[config.mk]
export PLATFORM = sky130hd
export DESIGN_NAME = vram_arbiter_flat
export DESIGN_NICKNAME = d
export VERILOG_FILES = /design/src/rtl/vram_arbiter_if.sv /design/src/rtl/vram_arbiter.sv /design/src/flat_wrapper.sv
export SDC_FILE = /design/constraint.sdc
export NUM_CORES = 1
export LEC_CHECK = 0
export ABC_AREA = 1
export CORE_UTILIZATION = 34
export DETAILED_ROUTE_END_ITERATION = 12
export PLACE_DENSITY = 0.65
export SLEW_MARGIN = 20
export SYNTH_ARGS = -nofsm -noshare
export SYNTH_HDL_FRONTEND = slang
export SYNTH_SLANG_ARGS = --single-unit
[constraint.sdc]
create_clock -name CLK50M -period 1.8 [get_ports CLK50M]
set_input_delay 0.27 -clock CLK50M [delete_from_list [all_inputs] [get_ports CLK50M]]
set_output_delay 0.27 -clock CLK50M [all_outputs]
set_load 0.03 [all_outputs]
[src/rtl/vram_arbiter_if.sv]
// ============================================================================
// Module   : vram_arbiter_if
// Brief    : Bundle of the video, CPU and VRAM-macro signals around vram_arbiter.
// Revision : 1.0  initial release
// ============================================================================
`timescale 1ns/1ps
`default_nettype none

interface vram_arbiter_if #(
  parameter int AW = 16,
  parameter int DW = 18
);
  logic          PCLK_EN;
  logic          BLANK;
  logic [AW-1:0] VID_ADDR;
  logic [DW-1:0] VID_DATA;
  logic          VID_VALID;

  logic          CPU_REQ;
  logic          CPU_WE;
  logic [AW-1:0] CPU_ADDR;
  logic [DW-1:0] CPU_WDATA;
  logic          CPU_ACK;
  logic [DW-1:0] CPU_RDATA;

  logic [AW-1:0] MEM_ADDR;
  logic          MEM_WE;
  logic [DW-1:0] MEM_WDATA;
  logic [DW-1:0] MEM_RDATA;

  logic [15:0]   STALL_CNT;

  // Arbiter side
  modport slave (
    input  PCLK_EN, BLANK, VID_ADDR,
    input  CPU_REQ, CPU_WE, CPU_ADDR, CPU_WDATA,
    input  MEM_RDATA,
    output VID_DATA, VID_VALID,
    output CPU_ACK, CPU_RDATA,
    output MEM_ADDR, MEM_WE, MEM_WDATA,
    output STALL_CNT
  );

  // Timing generator / CPU / VRAM side
  modport master (
    output PCLK_EN, BLANK, VID_ADDR,
    output CPU_REQ, CPU_WE, CPU_ADDR, CPU_WDATA,
    output MEM_RDATA,
    input  VID_DATA, VID_VALID,
    input  CPU_ACK, CPU_RDATA,
    input  MEM_ADDR, MEM_WE, MEM_WDATA,
    input  STALL_CNT
  );
endinterface

`default_nettype wire

[src/rtl/vram_arbiter.sv]
// ============================================================================
// Module   : vram_arbiter
// Brief    : Single-port VRAM arbiter; fixed-latency video reads win, CPU uses
//            req/ack in the free slots. Optional macro ARB_STALL_CNT_EN adds a
//            saturating CPU deferral counter on STALL_CNT.
// Revision : 1.0  initial release
// ============================================================================
`timescale 1ns/1ps
`default_nettype none

module vram_arbiter #(
  parameter int AW = 16,
  parameter int DW = 18
) (
  input  logic           CLK50M,
  input  logic           RESET,
  vram_arbiter_if.slave  bus
);

  localparam logic [1:0] S_IDLE  = 2'd0;
  localparam logic [1:0] S_ISSUE = 2'd1;
  localparam logic [1:0] S_WAIT  = 2'd2;
  localparam logic [1:0] S_ACK   = 2'd3;

  logic [1:0]    state_q, state_d;

  logic          defer_q;
  logic          we_q;
  logic [AW-1:0] addr_q;
  logic [DW-1:0] wdata_q;

  logic [AW-1:0] mem_addr_q;
  logic          mem_we_q;
  logic [DW-1:0] mem_wdata_q;

  logic          vid_iss_q;
  logic          vid_rd_q;
  logic          vid_valid_q;
  logic [DW-1:0] vid_data_q;
  logic [DW-1:0] cpu_rdata_q;

  logic          vid_hit;
  logic          cpu_accept;
  logic          cpu_go;
  logic          cpu_stall;
  logic          cpu_ack;
  logic          cpu_we_sel;
  logic [AW-1:0] cpu_addr_sel;
  logic [DW-1:0] cpu_wdata_sel;

  assign vid_hit = bus.PCLK_EN && !bus.BLANK;

  // A deferred request issues from the latched copy; a fresh one straight from the port
  assign cpu_we_sel    = defer_q ? we_q    : bus.CPU_WE;
  assign cpu_addr_sel  = defer_q ? addr_q  : bus.CPU_ADDR;
  assign cpu_wdata_sel = defer_q ? wdata_q : bus.CPU_WDATA;

  always_ff @(posedge CLK50M) begin
    if (RESET) state_q <= S_IDLE;
    else       state_q <= state_d;
  end

  always_comb begin
    state_d = state_q;
    case (state_q)
      S_IDLE:  if (cpu_go) state_d = S_ISSUE;
      S_ISSUE: state_d = S_WAIT;
      S_WAIT:  state_d = S_ACK;
      S_ACK:   state_d = S_IDLE;
      default: state_d = S_IDLE;
    endcase
  end

  always_comb begin
    cpu_accept = 1'b0;
    cpu_go     = 1'b0;
    cpu_stall  = 1'b0;
    cpu_ack    = 1'b0;
    case (state_q)
      S_IDLE: begin
        cpu_accept = bus.CPU_REQ && !defer_q;
        cpu_go     = (bus.CPU_REQ || defer_q) && !vid_hit;
        cpu_stall  = (bus.CPU_REQ || defer_q) && vid_hit;
      end
      S_ACK:   cpu_ack = 1'b1;
      default: ;
    endcase
  end

  always_ff @(posedge CLK50M) begin
    if (RESET) begin
      defer_q     <= 1'b0;
      we_q        <= 1'b0;
      addr_q      <= '0;
      wdata_q     <= '0;
      mem_addr_q  <= '0;
      mem_we_q    <= 1'b0;
      mem_wdata_q <= '0;
      vid_iss_q   <= 1'b0;
      vid_rd_q    <= 1'b0;
      vid_valid_q <= 1'b0;
      vid_data_q  <= '0;
      cpu_rdata_q <= '0;
    end else begin
      if (cpu_accept) begin
        we_q    <= bus.CPU_WE;
        addr_q  <= bus.CPU_ADDR;
        wdata_q <= bus.CPU_WDATA;
      end
      defer_q <= cpu_stall;

      mem_we_q <= 1'b0;
      if (vid_hit) begin
        mem_addr_q <= bus.VID_ADDR;
      end else if (cpu_go) begin
        mem_addr_q <= cpu_addr_sel;
        mem_we_q   <= cpu_we_sel;
        if (cpu_we_sel) mem_wdata_q <= cpu_wdata_sel;
      end

      // Video read pipe: issue, RAM latency, capture
      vid_iss_q   <= vid_hit;
      vid_rd_q    <= vid_iss_q;
      vid_valid_q <= vid_rd_q;
      if (vid_rd_q) vid_data_q <= bus.MEM_RDATA;

      if (state_q == S_WAIT && !we_q) cpu_rdata_q <= bus.MEM_RDATA;
    end
  end

`ifdef ARB_STALL_CNT_EN
  logic [15:0] stall_cnt_q;

  always_ff @(posedge CLK50M) begin
    if (RESET)                                   stall_cnt_q <= 16'd0;
    else if (cpu_stall && stall_cnt_q != 16'hFFFF) stall_cnt_q <= stall_cnt_q + 16'd1;
  end

  assign bus.STALL_CNT = stall_cnt_q;
`else
  assign bus.STALL_CNT = 16'd0;
`endif

  assign bus.MEM_ADDR  = mem_addr_q;
  assign bus.MEM_WE    = mem_we_q;
  assign bus.MEM_WDATA = mem_wdata_q;
  assign bus.VID_DATA  = vid_data_q;
  assign bus.VID_VALID = vid_valid_q;
  assign bus.CPU_ACK   = cpu_ack;
  assign bus.CPU_RDATA = cpu_rdata_q;

endmodule

`default_nettype wire

[src/flat_wrapper.sv]
// flat-port wrapper written by rule: the top's interface ports become plain ports
module vram_arbiter_flat 
#(
  parameter int AW = 16,
  parameter int DW = 18
)
  (CLK50M, RESET, bus_PCLK_EN, bus_BLANK, bus_VID_ADDR, bus_CPU_REQ, bus_CPU_WE, bus_CPU_ADDR, bus_CPU_WDATA, bus_MEM_RDATA, bus_VID_DATA, bus_VID_VALID, bus_CPU_ACK, bus_CPU_RDATA, bus_MEM_ADDR, bus_MEM_WE, bus_MEM_WDATA, bus_STALL_CNT);
  vram_arbiter_if #(.AW(AW), .DW(DW)) bus_i ();
  input  logic CLK50M;
  input  logic RESET;
  input wire logic [$bits(bus_i.PCLK_EN)-1:0] bus_PCLK_EN;
  input wire logic [$bits(bus_i.BLANK)-1:0] bus_BLANK;
  input wire logic [$bits(bus_i.VID_ADDR)-1:0] bus_VID_ADDR;
  input wire logic [$bits(bus_i.CPU_REQ)-1:0] bus_CPU_REQ;
  input wire logic [$bits(bus_i.CPU_WE)-1:0] bus_CPU_WE;
  input wire logic [$bits(bus_i.CPU_ADDR)-1:0] bus_CPU_ADDR;
  input wire logic [$bits(bus_i.CPU_WDATA)-1:0] bus_CPU_WDATA;
  input wire logic [$bits(bus_i.MEM_RDATA)-1:0] bus_MEM_RDATA;
  output wire logic [$bits(bus_i.VID_DATA)-1:0] bus_VID_DATA;
  output wire logic [$bits(bus_i.VID_VALID)-1:0] bus_VID_VALID;
  output wire logic [$bits(bus_i.CPU_ACK)-1:0] bus_CPU_ACK;
  output wire logic [$bits(bus_i.CPU_RDATA)-1:0] bus_CPU_RDATA;
  output wire logic [$bits(bus_i.MEM_ADDR)-1:0] bus_MEM_ADDR;
  output wire logic [$bits(bus_i.MEM_WE)-1:0] bus_MEM_WE;
  output wire logic [$bits(bus_i.MEM_WDATA)-1:0] bus_MEM_WDATA;
  output wire logic [$bits(bus_i.STALL_CNT)-1:0] bus_STALL_CNT;
  assign bus_i.PCLK_EN = bus_PCLK_EN;
  assign bus_i.BLANK = bus_BLANK;
  assign bus_i.VID_ADDR = bus_VID_ADDR;
  assign bus_i.CPU_REQ = bus_CPU_REQ;
  assign bus_i.CPU_WE = bus_CPU_WE;
  assign bus_i.CPU_ADDR = bus_CPU_ADDR;
  assign bus_i.CPU_WDATA = bus_CPU_WDATA;
  assign bus_i.MEM_RDATA = bus_MEM_RDATA;
  assign bus_VID_DATA = bus_i.VID_DATA;
  assign bus_VID_VALID = bus_i.VID_VALID;
  assign bus_CPU_ACK = bus_i.CPU_ACK;
  assign bus_CPU_RDATA = bus_i.CPU_RDATA;
  assign bus_MEM_ADDR = bus_i.MEM_ADDR;
  assign bus_MEM_WE = bus_i.MEM_WE;
  assign bus_MEM_WDATA = bus_i.MEM_WDATA;
  assign bus_STALL_CNT = bus_i.STALL_CNT;
  vram_arbiter #(.AW(AW), .DW(DW)) u_core (.CLK50M(CLK50M), .RESET(RESET), .bus(bus_i));
endmodule
# Yosys cells after proc, flatten, opt, wreduce, memory -nomap -nowiden
# Cells that the tools add are included.
[classes]
bitwise_logic = 3
reduce_logical = 15
n_mux = 10
eq_ne = 4
[ops]
columns = ["op", "n"]
rows = [
  ["16-bit two-way mux", 3],
  ["18-bit two-way mux", 1],
  ["2-bit case mux with 4 select lines", 1],
  ["1-bit logical AND", 5],
  ["2-bit == test (second input constant)", 2],
  ["1-bit logical NOT", 4],
  ["1-bit two-way mux", 4],
  ["1-bit NOT", 3],
  ["3-bit AND reduction", 1],
  ["3-bit OR reduction", 1],
  ["2-bit by 1-bit == test with 1-bit output (second input constant)", 1],
  ["2-bit logical NOT", 1],
  ["2-bit two-way mux", 1],
  ["2-bit by 1-bit inequality test with 1-bit output (second input constant)", 1],
  ["2-bit nonzero test", 1],
  ["2-bit OR reduction", 1],
  ["1-bit logical OR", 1],
]
[totals]
out_inout_bits = 89
ff_bits = 112

# Depth between registers and ports, before layout
# Gate-level depths: netlist of the first run.
[depth]
word_depth = 7
depth_mapped = 8
mapped_depth_nobuf = 7

# Worst setup path after synthesis of the first run
# OpenSTA, ideal clock, no wires.
[synth_timing]
path_type = "register to register"
startpoint = "register u_core.state_q[0]"
endpoint = "register u_core.cpu_rdata_q[10] (netlist: u_core.bus.CPU_RDATA[10])"
stages_incl_launch_ff = 8
path_slack_ns = 0.404
n_path_buf = 1
t_arrival_ns = 1.280
cell_sequence = "dfxtp_1 inv_1 ha_1 nand2_1 clkinv_1 buf_2 nor2_1 nor2_1"
[synth_via]
elab_chain_len = 2
[synth_lines]
columns = ["element", "line_no", "rtl"]
rows = [
  ["start: declaration", "vram_arbiter.sv:25", "logic [1:0] state_q, state_d;"],
  ["start signal: assignment", "vram_arbiter.sv:60", "else state_q <= state_d;"],
  ["2-bit == test", "vram_arbiter.sv:127", "if (state_q == S_WAIT && !we_q) cpu_rdata_q <= bus.MEM_RDATA;"],
  ["1-bit logical AND", "vram_arbiter.sv:127", ""],
  ["end signal: assignment", "vram_arbiter.sv:127", ""],
  ["end: declaration", "vram_arbiter.sv:40", "logic [DW-1:0] cpu_rdata_q;"],
]
# Every way passes these cells.
# A chain may end at the register's enable or synchronous reset.

# Worst setup path in the final report of the first run
[layout_timing]
startpoint = "register u_core.mem_wdata_q[1] (netlist: u_core.bus.MEM_WDATA[1])"
endpoint = "output bus_MEM_WDATA[1]"
[layout_lines]
columns = ["element", "line_no", "rtl"]
rows = [
  ["start: declaration", "vram_arbiter.sv:34", "logic [DW-1:0] mem_wdata_q;"],
  ["start signal: assignment", "vram_arbiter.sv:118", "if (cpu_we_sel) mem_wdata_q <= cpu_wdata_sel;"],
  ["end: declaration", "flat_wrapper.sv:25", "output wire logic [$bits(bus_i.MEM_WDATA)-1:0] bus_MEM_WDATA;"],
]
# No word-level cell between the ends.

==> flow_summary.ini, run 1 <==
[status]
outcome = finished, final reports clean

[synth]
synthCells = 690
async_flop_share_pct = 0
synthTopCellsByCount = nor2_1 (215), dfxtp_1 (112), nand2_1 (97)
yosysUniqueCellTypes = 25
avgSynthCellArea_um2 = 7.27
yosysMostFrequentCell = nor2_1
syn_area_mm2 = 0.00502
synth_enable_flop_cells = 0
synth.top_cell.area_share_pct = 44.7
ys_seq_elements = 112
synth_top_cell_by_area = dfxtp_1
synth_flop_cell = dfxtp_1
ys_seq_area_share_pct = 44.7
synth_warnings = 0
ys_top_cells_by_area = dfxtp_1 (45%), nor2_1 (16%), nand2_1 (7.3%), o21ai_0 (6.9%), a211oi_2 (6.5%)

[sta]
clock.fmax_mhz = 600
holdWs_ps = 300
hold_viol_final = 0
slew_headroom_pct = 64.0
maxSlewViolCount = 0
grt_setup_unrepaired = no
fin_crit_sh_pct = 92.6
finClkSkew_ps = 6.28
setup_violations = 0
period_minus_slack_ps = 1670
tightestPinTransition_ps = 537

[critical_path]
cp_slowest_cell = clkdlybuf4s50_1
critPathKind = reg -> out
critPathArrivalTime_ps = 1400
path_cells = clkdlybuf4s50_1
start_kind = flip-flop
cp.buffers_inverters = 1
required_ps = 1530
crit_path_end_kind = output pin
crit_fanout = 2
slowest_delay_ps = 690
cp_top_family = buffers and inverters
r2r_setup_slack_ps = 250

[power_and_ir_drop]
swShare_pct = 37.2
ir_worst_vdd_uv = 521
p_switching_mw = 3.26
p_leak_nw = 3.01
combPwrFrac_pct = 38.7
p_total_mw = 8.75
power.density_mw_per_mm2 = 1270
pwr-share-seq_pct = 38.4
power_frac_clock_pct = 22.9
p_int_mw = 5.49

[drt]
via_per_inst = 4.47
wl_per_cell_um = 12.0
drt-met1-wl_mm = 5.70
vias = 4537
drt-total-wl_mm = 12.2
drtPass1Iterations = 4
drt_iter0_drc = 268
wl_met2_mm = 5.54
top_layer = met4
ant_nets = 0
drc = 0
wl_met3_um = 793

[min_path]
hp-class = in -> reg

[global_routing]
grt_pass1_vias = 3977
grt_antenna_before_repair = 0
grt_max_degree = 62
grt-ovfl-total = 0
grt_util_all_layers_pct = 16.3
grt_pass1_wl_mm = 19.3

[clock_network]
cts_setup_buffers = 0
cts_hold_buffers = 0
cts_buffers = 9
path_clk_slew_ps = 70
cts_root_buf = clkbuf_16
cts_tree = done
clock-sinks = 112
clk_latency_ps = 350
cts_max_path_buffers = 2
htreeDepth = 3

[die]
fp.dieW_um = 123
initial_utilization_pct = 34.7
core_area_mm2 = 0.0145
fp.dieH_um = 123
io_pins = 163
rows = 44
die-area_mm2 = 0.0152

[run]
max_cap_violations = 0

[place]
post-dp-hpwl_mm = 8.34
place_congestion = 0.731
port_buffers = 146
detailed_place.area_mm2 = 0.00658

[final_layout]
fin_area_mm2 = 0.00688
nets = 903
post_route_cells_drive_above_1_share_pct = 9.75
synthToLayoutAreaGrowth_pct = 37.1
diodes = 0
==> final timing paths <==
kind / from / depth (start not counted) / to
min: RESET / 2 / u_core.bus.VID_VALID
max: u_core.bus.MEM_WDATA[1] / 1 / bus_MEM_WDATA[1]
min reg2reg: u_core.vid_iss_q / 2 / u_core.vid_rd_q
max reg2reg: u_core.state_q[0] / 7 / u_core.wdata_q[11]
==> kinds of logic after synthesis <==
logic type                 share of synthesized area [%]
buffers and inverters                               11.6
DFF                                                 44.7
other                                             0.0747
adders and majority gates                          0.748
and+or+nand+nor                                     28.3
AOI/OAI and AO/OA                                   14.6
==> cell type report <==
type | count | area, µm²
clock buffer | 9 | 225
clock inverter | 7 | 71.3
fill | 1442 | 7600
inverter | 61 | 229
multi-input combinational | 478 | 2250
sequential | 112 | 2240
tap | 184 | 230
timing repair buffer | 164 | 1630
==> cells in the final DEF (no fill, tap or decap), types with 9 or more instances in the layout <==
cell,instances
dfxtp_1,111
nor2_1,215
clkbuf_16,9
buf_4,15
a211oi_2,26
inv_1,55
clkdlybuf4s50_1,144
o21ai_0,69
conb_1,16
nand2_1,97
nand3_1,24
==> registers in the layout, indices dropped and copies added (netlist names) <==
register	count
u_core.bus.MEM_ADDR	16
u_core.bus.VID_DATA	18
u_core.vid_rd_q	1
u_core.we_q	1
u_core.state_q	2
u_core.vid_iss_q	1
u_core.wdata_q	18
u_core.bus.CPU_RDATA	18
u_core.bus.VID_VALID	1
u_core.addr_q	16
u_core.bus.MEM_WE	1
u_core.bus.MEM_WDATA	18
u_core.defer_q	1
==> power by group through the flow <==
stage                     registers, mW  logic (mW)  clock network (mW)
final                              3.36        3.39                2.00
after global placement             3.41        3.35                   0
after floorplan                    4.00        1.69                   0
after CTS                          3.37        3.41                2.08
after detailed placement           3.42        3.39                   0
after global routing               3.44        3.72                2.15
==> through the flow <==
stage | worst slack [ps] | TNS, ps | instances | utilization, %
CTS | 106 | 0 | 1015 | 47.5
finish | 133 | 0 | 1015 | 47.5
global placement | 34.9 | 0 | 999 | 45.5
detailed placement | -48.1 | -510 | 999 | 45.5
global route | 85.1 | 0 | 1015 | 47.5
floorplan | 404 | 0 | 705 | -
==> metal layers <==
metal  vias to the layer above  GRT usage (%)
li1                       2391              -
met1                      2003           21.1
met2                       133           25.8
met3                        10           4.66
met4                         0           5.72
met5                         -              0
==> what timing repair did <==
| item | in CTS | in global routing |
|---|---|---|
| endpoints found under the hold margin | 0 | 0 |
| resized for setup | 1 | 1 |
| pin swaps | 0 | 0 |
| endpoints found under the setup margin | 1 | 1 |
No activity file was read; power rests on OpenSTA's default activity.
==> inputs of run 2 (changes only) <==
Settings changed: CORE_UTILIZATION 34 to 45, PLACE_DENSITY 0.65 to 0.81, TNS_END_PERCENT from default to 50.
==> flow_summary.ini, run 2 (synthesis results as in run 1) <==
[drt]
drtPass1Iterations = 4
vias = 4588
via_per_inst = 4.72
drt-total-wl_mm = 11.5
ant_nets = 0
drt_iter0_drc = 253
wl_per_cell_um = 11.9
drc = 0

[final_layout]
post_route_cells_drive_above_1_share_pct = 9.74
final_common_cell = nor2_1
finalCoreUtilization_pct = 62.4
final_cell_mix = nor2_1 (215), clkdlybuf4s50_1 (144), dfxtp_1 (111), nand2_1 (97), o21ai_0 (69)
nets = 904
seq_area_mm2 = 0.00224
synthToLayoutAreaGrowth_pct = 34.9
multiInputGateArea_mm2 = 0.00225
fillers = 1005
diodes = 0

[clock_network]
cts_hold_buffers = 0
path_clk_slew_ps = 110
cts_root_buf = clkbuf_8
cts_max_path_buffers = 2
cts_buffers = 9
clock-sinks = 112
cts_tree = done
clk_latency_ps = 360
htreeDepth = 3

[critical_path]
cp_top_family = buffers and inverters
critPathArrivalTime_ps = 1410
r2r_setup_slack_ps = 260
slowest_delay_ps = 680
cp_slowest_cell = clkdlybuf4s50_1
path_cells = clkdlybuf4s50_1
crit_fanout = 2
cp.buffers_inverters = 1
required_ps = 1530
critPathKind = reg -> out
start_kind = flip-flop
crit_path_end_kind = output pin

[run]
max_cap_violations = 0

[global_routing]
grt_max_degree = 41
grt_pass1_vias = 4177
grt-ovfl-total = 0
grt_util_all_layers_pct = 20.1
grt_pass1_wl_mm = 18.8
grt_antenna_before_repair = 0

[die]
initial_utilization_pct = 46.3
die-area_mm2 = 0.0116
fp.dieH_um = 108
rows = 38
core_area_mm2 = 0.0108
fp.dieW_um = 108
io_pins = 163

[status]
outcome = finished, final reports clean

[sta]
clock.fmax_mhz = 597
setup_violations = 0
period_minus_slack_ps = 1680
grt_setup_unrepaired = no
finalSetupTns_ps = 0
maxSlewViolCount = 0
finClkSkew_ps = 17.7
fin_crit_sh_pct = 93.1
hold_viol_final = 0

[power_and_ir_drop]
p_total_mw = 8.40
p_leak_nw = 2.99
power.density_mw_per_mm2 = 1240
ir_worst_vdd_uv = 593

[place]
place_congestion = 0.784
post-dp-hpwl_mm = 8.13
port_buffers = 146

[min_path]
hp-class = in -> reg
run 2: cell types whose count changed in the layout (fill, tap and decap cells not counted), moves of 2 or more:
cell / before / now
clkinvlp_4: 3 / 0
clkbuf_16: 9 / 0
clkbuf_8: 0 / 10
buf_12: 3 / 5
run 2: area by class of cell:
class | count | area share, %
clock buffer | 10 | 2.03
clock inverter | 6 | 1.07
inverter | 61 | 3.38
multi-input combinational | 478 | 33.3
sequential | 112 | 33.1
tap | 140 | 2.59
timing repair buffer | 165 | 24.5
run 2: routing by layer:
metal	wire, µm	GRT usage, %	part of all wire [%]
met1	5480	26.3	47
met2	5460	34.1	47
met3	524	3.39	4.5
met4	87	4.89	0.75
met5	0	0	0
run 2: through the flow:
step | instance area [µm²] | cells | setup WS [ps] | hold slack (ps)
finish | 6770 | 972 | 124 | 318
global route | 6770 | 972 | 60.4 | 312
CTS | 6740 | 970 | 104 | 302
detailed placement | 6530 | 954 | 9.46 | 397
global placement | 6530 | 954 | 78.6 | 393
floorplan | 5070 | 705 | 404 | 388
run 2: final timing paths:
path,start,endpoint,depth (start not counted)
worst min-delay path,RESET,u_core.state_q[1],2
worst min register to register,u_core.vid_iss_q,u_core.vid_rd_q,2
worst max-delay path,u_core.bus.MEM_WDATA[6],bus_MEM_WDATA[6],1
worst max register to register,u_core.state_q[0],u_core.addr_q[5],7
run 2: power breakdown:
| part | internal (mW) | switching [mW] |
|---|---|---|
| Sequential | 3.07 | 0.292 |
| Clock | 0.704 | 0.878 |
| Combinational | 1.42 | 2.04 |
| Total | 5.19 | 3.21 |
run 2: repair_timing:
action / 4_1_cts / 5_1_grt
pin swaps: 0 / 1
resized for setup: 1 / 0
buffers inserted: 0 / 2
endpoints found under the setup margin: 1 / 1
